### config.mk
export PLATFORM = sky130hd
export DESIGN_NAME = bg_index_fetcher_flat
export DESIGN_NICKNAME = d
export VERILOG_FILES = /design/src/rtl/bg_index_fetcher_if.sv /design/src/rtl/bg_index_fetcher.sv /design/src/flat_wrapper.sv
export SDC_FILE = /design/constraint.sdc
export NUM_CORES = 1
export LEC_CHECK = 0
export BUFFER_PORTS_ARGS = -buffer_cell sky130_fd_sc_hd__buf_4
export CORE_UTILIZATION = 26
export CTS_CLUSTER_DIAMETER = 150
export CTS_CLUSTER_SIZE = 10
export DETAILED_ROUTE_END_ITERATION = 16
export GPL_ROUTABILITY_DRIVEN = 0
export PLACE_DENSITY = 0.5
export SKIP_CTS_REPAIR_TIMING = 1
export SYNTH_ARGS = -nofsm -noshare
export SYNTH_HDL_FRONTEND = slang
export SYNTH_SLANG_ARGS = --single-unit
### constraint.sdc
create_clock -name Clk -period 2.21 [get_ports Clk]
set_input_delay 0.3315 -clock Clk [delete_from_list [all_inputs] [get_ports Clk]]
set_output_delay 0.3315 -clock Clk [all_outputs]
set_load 0.03 [all_outputs]
### src/rtl/bg_index_fetcher_if.sv
// Pixel-in / ROM-bus / index-out bundle for bg_index_fetcher.
// scroll_x exists only when BG_SCROLL_EN is defined.
`timescale 1ns/1ps
interface bg_index_fetcher_if #(
  parameter int unsigned ID_W = 6
);
  logic              pixel_en;
  logic [9:0]        DrawX;
  logic [9:0]        DrawY;
`ifdef BG_SCROLL_EN
  logic [9:0]        scroll_x;
`endif
  logic [10:0]       map_addr;
  logic [ID_W-1:0]   map_data;
  logic [ID_W+7:0]   tile_addr;
  logic [7:0]        tile_data;
  logic [7:0]        bgColor;
  logic              bg_valid;
  logic [9:0]        OutX;
  logic [9:0]        OutY;

  modport master (
`ifdef BG_SCROLL_EN
    input  scroll_x,
`endif
    input  pixel_en, DrawX, DrawY, map_data, tile_data,
    output map_addr, tile_addr, bgColor, bg_valid, OutX, OutY
  );

  modport slave (
`ifdef BG_SCROLL_EN
    output scroll_x,
`endif
    output pixel_en, DrawX, DrawY, map_data, tile_data,
    input  map_addr, tile_addr, bgColor, bg_valid, OutX, OutY
  );
endinterface

### src/rtl/bg_index_fetcher.sv
// Background palette-index fetcher: DrawX/DrawY -> tile-map ROM -> pixel ROM -> bgColor, 3-Clk latency.
// Optional horizontal scrolling with frame-start latched scroll_x when BG_SCROLL_EN is defined.
`timescale 1ns/1ps
module bg_index_fetcher #(
  parameter int unsigned H_ACTIVE   = 640,
  parameter int unsigned V_ACTIVE   = 480,
  parameter int unsigned TILE_SHIFT = 4,
  parameter int unsigned MAP_W      = 40,
  parameter int unsigned ID_W       = 6,
  parameter logic [7:0]  BORDER_IDX = 8'h00
) (
  input  logic             Clk,
  input  logic             Reset,
  bg_index_fetcher_if.master bus
);

  localparam int unsigned TW    = 10 - TILE_SHIFT;
  localparam logic [9:0]  H_LIM = 10'(H_ACTIVE);
  localparam logic [9:0]  V_LIM = 10'(V_ACTIVE);

  // Constant-coefficient shift-add: ty*MAP_W without a multiplier (40 -> (ty<<5)+(ty<<3)).
  function automatic logic [10:0] row_base(input logic [TW-1:0] ty);
    logic [10:0] acc;
    acc = '0;
    for (int i = 0; i < 11; i++) begin
      if (MAP_W[i]) acc = acc + (11'(ty) << i);
    end
    return acc;
  endfunction

  logic [9:0]            fetch_x;
  logic                  act_s0, fetch_s0;
  logic [10:0]           map_calc, map_addr_q, map_addr_nx;

  logic                  vld_p0, vld_p1, vld_p2;
  logic [9:0]            x_p0, y_p0, x_p1, y_p1;
  logic [TILE_SHIFT-1:0] fx_p0;
  logic                  act_p0, act_p1;

  logic                  fetch_s1;
  logic [ID_W+7:0]       tile_addr_q, tile_addr_nx;

  logic [7:0]            bg_color_p2;
  logic [9:0]            out_x_p2, out_y_p2;

`ifdef BG_SCROLL_EN
  logic [9:0]  scroll_reg, scroll_red, scroll_use;
  logic [10:0] sum_x;
  logic        frame_start;

  assign scroll_red  = (bus.scroll_x >= H_LIM) ? bus.scroll_x - H_LIM : bus.scroll_x;
  assign frame_start = bus.pixel_en && (bus.DrawX == '0) && (bus.DrawY == '0);
  // The frame's first pixel already uses the newly latched value.
  assign scroll_use  = frame_start ? scroll_red : scroll_reg;
  assign sum_x       = {1'b0, bus.DrawX} + {1'b0, scroll_use};
  assign fetch_x     = (sum_x >= {1'b0, H_LIM}) ? 10'(sum_x - {1'b0, H_LIM}) : sum_x[9:0];

  always_ff @(posedge Clk) begin
    if (Reset) begin
      scroll_reg <= '0;
    end else if (frame_start) begin
      scroll_reg <= scroll_red;
    end
  end
`else
  assign fetch_x = bus.DrawX;
`endif

  // S0: map ROM address straight from the strobe; held on blanking/idle so the ROM stays quiet
  assign act_s0      = (bus.DrawX < H_LIM) && (bus.DrawY < V_LIM);
  assign fetch_s0    = bus.pixel_en && act_s0 && !Reset;
  assign map_calc    = row_base(bus.DrawY[9:TILE_SHIFT]) + 11'(fetch_x[9:TILE_SHIFT]);
  assign map_addr_nx = fetch_s0 ? map_calc : map_addr_q;
  assign bus.map_addr = map_addr_nx;

  // S1: map_data valid, pixel ROM address formed from it
  assign fetch_s1     = vld_p0 && act_p0 && !Reset;
  assign tile_addr_nx = fetch_s1 ? {bus.map_data, y_p0[TILE_SHIFT-1:0], fx_p0} : tile_addr_q;
  assign bus.tile_addr = tile_addr_nx;

  always_ff @(posedge Clk) begin
    if (Reset) begin
      vld_p0      <= 1'b0;
      vld_p1      <= 1'b0;
      vld_p2      <= 1'b0;
      map_addr_q  <= '0;
      tile_addr_q <= '0;
    end else begin
      vld_p0      <= bus.pixel_en;
      vld_p1      <= vld_p0;
      vld_p2      <= vld_p1;
      map_addr_q  <= map_addr_nx;
      tile_addr_q <= tile_addr_nx;
    end
  end

  always_ff @(posedge Clk) begin
    if (bus.pixel_en) begin
      x_p0   <= bus.DrawX;
      y_p0   <= bus.DrawY;
      fx_p0  <= fetch_x[TILE_SHIFT-1:0];
      act_p0 <= act_s0;
    end
    if (vld_p0) begin
      x_p1   <= x_p0;
      y_p1   <= y_p0;
      act_p1 <= act_p0;
    end
  end

  // S2: tile_data valid, register the output index and aligned coordinates
  always_ff @(posedge Clk) begin
    if (Reset) begin
      bg_color_p2 <= '0;
      out_x_p2    <= '0;
      out_y_p2    <= '0;
    end else if (vld_p1) begin
      bg_color_p2 <= act_p1 ? bus.tile_data : BORDER_IDX;
      out_x_p2    <= x_p1;
      out_y_p2    <= y_p1;
    end
  end

  assign bus.bgColor  = bg_color_p2;
  assign bus.bg_valid = vld_p2;
  assign bus.OutX     = out_x_p2;
  assign bus.OutY     = out_y_p2;

endmodule

### src/flat_wrapper.sv
// flat-port wrapper written by rule: the top's interface ports become plain ports
module bg_index_fetcher_flat 
#(
  parameter int unsigned H_ACTIVE   = 640,
  parameter int unsigned V_ACTIVE   = 480,
  parameter int unsigned TILE_SHIFT = 4,
  parameter int unsigned MAP_W      = 40,
  parameter int unsigned ID_W       = 6,
  parameter logic [7:0]  BORDER_IDX = 8'h00
)
  (Clk, Reset, bus_pixel_en, bus_DrawX, bus_DrawY, bus_map_data, bus_tile_data, bus_map_addr, bus_tile_addr, bus_bgColor, bus_bg_valid, bus_OutX, bus_OutY);
  bg_index_fetcher_if #(.ID_W(ID_W)) bus_i ();
  input  logic Clk;
  input  logic Reset;
  input wire logic [$bits(bus_i.pixel_en)-1:0] bus_pixel_en;
  input wire logic [$bits(bus_i.DrawX)-1:0] bus_DrawX;
  input wire logic [$bits(bus_i.DrawY)-1:0] bus_DrawY;
  input wire logic [$bits(bus_i.map_data)-1:0] bus_map_data;
  input wire logic [$bits(bus_i.tile_data)-1:0] bus_tile_data;
  output wire logic [$bits(bus_i.map_addr)-1:0] bus_map_addr;
  output wire logic [$bits(bus_i.tile_addr)-1:0] bus_tile_addr;
  output wire logic [$bits(bus_i.bgColor)-1:0] bus_bgColor;
  output wire logic [$bits(bus_i.bg_valid)-1:0] bus_bg_valid;
  output wire logic [$bits(bus_i.OutX)-1:0] bus_OutX;
  output wire logic [$bits(bus_i.OutY)-1:0] bus_OutY;
  assign bus_i.pixel_en = bus_pixel_en;
  assign bus_i.DrawX = bus_DrawX;
  assign bus_i.DrawY = bus_DrawY;
  assign bus_i.map_data = bus_map_data;
  assign bus_i.tile_data = bus_tile_data;
  assign bus_map_addr = bus_i.map_addr;
  assign bus_tile_addr = bus_i.tile_addr;
  assign bus_bgColor = bus_i.bgColor;
  assign bus_bg_valid = bus_i.bg_valid;
  assign bus_OutX = bus_i.OutX;
  assign bus_OutY = bus_i.OutY;
  bg_index_fetcher #(.H_ACTIVE(H_ACTIVE), .V_ACTIVE(V_ACTIVE), .TILE_SHIFT(TILE_SHIFT), .MAP_W(MAP_W), .ID_W(ID_W), .BORDER_IDX(BORDER_IDX)) u_core (.Clk(Clk), .Reset(Reset), .bus(bus_i));
endmodule
==> summary.txt <==
Status
  – Outcome: finished with violations
  – Failing checks: setup timing

Global routing
  – Overall Global Routing Usage: 11.7%
  – Initial antenna violation count: 0
  – First-pass GRT wire length: 12.4 mm
  – Number of global-route vias before repair: 2431
  – Largest net degree at the start of global routing: 42
  – Grt total ovfl: 0

Final layout
  – Area delta synth->final: 38.2%
  – Commonest non-fill, non-tap cells in the layout: 101 x buf_4, 55 x dfxtp_1, 42 x edfxtp_1
  – Antenna cells: 0
  – Share of post-route cells with drive strength above 1: 41.4%
  – Commonest non-fill, non-tap cell in the layout: buf_4
  – Fill cell count: 1360
  – Final net count: 434

STA
  – Peak Freq: 0.386 GHz
  – Unrepaired setup endpoints after global routing: true
  – Min Hold Slack: 168 ps
  – Clock skew: 4.37 ps
  – Slew @ Worst Pin: 479 ps
  – Max-slew violations: 0
  – Post-route clock period utilization: 117%
  – Final worst slack: -379 ps
  – Final Hold Fails: 0
  – Worst slew margin: 68.1%
  – Setup Viol. Count Final: 6
  – Min Clock Period, post-route: 2590 ps

Logic synthesis
  – Xor/xnor cell area share of the yosys netlist: 0.239%
  – Top cell type's share of synthesized area: 34.3%
  – Largest family of logic cells by synthesized area: multiplexers
  – Post-synth top flop: dfxtp_1
  – Synthesized-area fraction occupied by adder cells: 4.84%
  – Mux contribution to synthesized area: 11.6%
  – Synth Area per Inst: 13.3 um2
  – Syn Inst Count: 276
  – EDFF count, synth: 42
  – Synth top area cells: edfxtp_1 34%, dfxtp_1 31%, mux2i_1 5.5%
  – Unique masters post-synth: 31
  – #FFs+latches synth: 98
  – Yosys Warn Count: 0
  – Cell taking the most area after synthesis: edfxtp_1
  – Fraction of registers with async set/reset: 0%
  – Compound-Gate Fraction of Synth Area: 5.45%
  – Syn_nets: 326
  – Cell Area, Synth: 3670 um2
  – Seq/Total Area, Yosys: 64.9%
  – Post-Synth Simple-Gate Area: 10.7%

Worst setup path
  – CP required: 1880 ps
  – RR Endpoint: u_core.tile_addr_q[3]$_SDFF_PP0_
  – Worst R2R Path Depth: 5
  – Critical Path Start Type: input port
  – CP Max Fanout: 3
  – Worst Path Arrival: 2260 ps
  – Worst Setup SP: bus_DrawX[9]
  – Setup CP Type: in2out
  – RR Startpoint: u_core.vld_p0$_SDFF_PP0_
  – Critical Path Sink: bus_map_addr[9]
  – R2R setup slack: 880 ps
  – Critical Path Sink Type: output port

Clock tree
  – Reg clk slew, reported paths: 60 ps
  – CTS Buf Count: 9
  – CTS Root Cell: clkbuf_16
  – Deepest clock path buffer count: 2
  – H-Tree Depth: 3
  – TritonCTS Sinks: 98
  – Worst-Skew Late Latency: 340 ps
  – TritonCTS clock tree: yes

Floorplanning
  – Number of cell rows: 43
  – I/O pin cnt: 91
  – Core ar.: 13800 um2
  – Die Width: 121 um
  – Initial Util: 26.6%
  – Die span in y: 121 um
  – Die ar.: 14600 um2

Power and ir drop
  – PwrDens: 786 nW/um2
  – Combinational power share: 12.5%
  – Clock power share: 36.8%
  – Sequential share of power: 50.7%
  – P_leak: 2.13 nW
  – Max IR drop VDD: 0.334 mV
  – Switching part of the total power: 23.7%
  – Switching power: 0.944 mW
  – Internal power: 3.04 mW

Drt
  – Antenna viol nets, final: 0
  – DRT Wirelength: 7.87 mm
  – 1st-pass router iterations: 4
  – Initial DRC count: 73
  – Drt wl/cell: 13.8 um
  – Via count: 2390
  – Drt drc: 0
  – Vias per Instance: 4.20

Placement
  – Count of input and output buffers: 90
  – Setup WS pre-CTS: -498 ps
  – Hpwl dp: 5.49 mm

Run
  – Max-Cap Viols: 0

Min path
  – HP Class: in2reg
-- cell usage after synthesis, types with 3 or more instances --
master	number
inv_1	6
edfxtp_1	42
a211oi_1	4
mux2_1	3
a211o_1	4
buf_2	4
dfxtp_1	56
a21oi_1	12
nor2b_1	30
nand2_1	6
nor2_1	32
clkbuf_1	8
ha_1	11
mux2_2	17
mux2i_1	20
-- layer usage --
layer	up-vias	GRT usage [%]	wire length, um
li1	1177	-	-
met4	0	4.17	113
met3	5	4.58	384
met1	1155	13.1	3410
met5	-	0	0
met2	53	19.9	3960
-- worst max-delay path: stages --
cell and delay, ps:
buf_8 90, inv_8 30, fa_1 540, inv_2 60, ha_4 260, a211o_1 140
a211oi_2 80, or4_4 510, nand3_4 80, buf_6 130
-- worst min path at each step --
stage          depth (start not counted)                  endpoint                     start  slack (ps)
2_1_floorplan                          0  u_core.x_p1[4]$_DFFE_PP_  u_core.x_p0[4]$_DFFE_PP_         400
3_3_place_gp                           0  u_core.x_p1[5]$_DFFE_PP_  u_core.x_p0[5]$_DFFE_PP_         400
3_5_place_dp                           0  u_core.y_p1[4]$_DFFE_PP_  u_core.y_p0[4]$_DFFE_PP_         410
4_1_cts                                1  u_core.y_p0[2]$_DFFE_PP_              bus_DrawY[2]         140
5_1_grt                                1  u_core.y_p0[2]$_DFFE_PP_              bus_DrawY[2]         140
6_report                               1  u_core.y_p0[2]$_DFFE_PP_              bus_DrawY[2]         170
-- cell families (layout without fill, tap and decap cells) --
family,Yosys count,count (layout)
buffers and inverters,19,132
DFF,98,98
AOI/OAI and AO/OA,29,29
xor gates and xnor gates,1,1
muxes,40,40
and+or+nand+nor,76,76
adders and majority gates,13,13
-- state kept, by name, indices dropped and copies added, names as in the netlist, 3 cells and up --
signal / cells
u_core.tile_addr_q: 14
u_core.map_addr_q: 11
u_core.bus.OutX: 10
u_core.bus.OutY: 10
u_core.x_p1: 10
u_core.y_p0: 10
u_core.y_p1: 10
u_core.bus.bgColor: 8
u_core.x_p0: 7
u_core.fx_p0: 3
-- cell type report --
cell class                 instances  area [um2]  share of cell area [%]
sequential                        98        2380                    47.0
timing repair buffer             110         872                    17.2
multi-input combinational        159        1280                    25.2
clock buffer                      12         256                    5.06
tap                              180         225                    4.44
clock inverter                     4        26.3                   0.518
inverter                           6        30.0                   0.592
-- power groups by stage --
stage | Combinational (mW) | Clock (mW) | Sequential, mW
finish | 0.496 | 1.47 | 2.02
floorplan | 0.240 | 0 | 2.09
CTS | 0.486 | 1.55 | 2.02
detailed placement | 0.484 | 0 | 2.06
global placement | 0.478 | 0 | 2.06
global route | 0.541 | 1.60 | 2.03
-- stage by stage --
stage / utilization, % / cells / power (mW) / TNS, ps / instance area [um2]
global route: 36.7 / 569 / 4.18 / -1830 / 5070
finish: 36.7 / 569 / 3.99 / -1470 / 5070
global placement: 34.3 / 552 / 2.54 / -2080 / 4740
CTS: 36.3 / 568 / 4.06 / -1910 / 5020
detailed placement: 34.3 / 552 / 2.55 / -2210 / 4740
floorplan: - / 276 / 2.33 / -232 / 3740
Note: power is estimated with default switching activity, not from simulation.
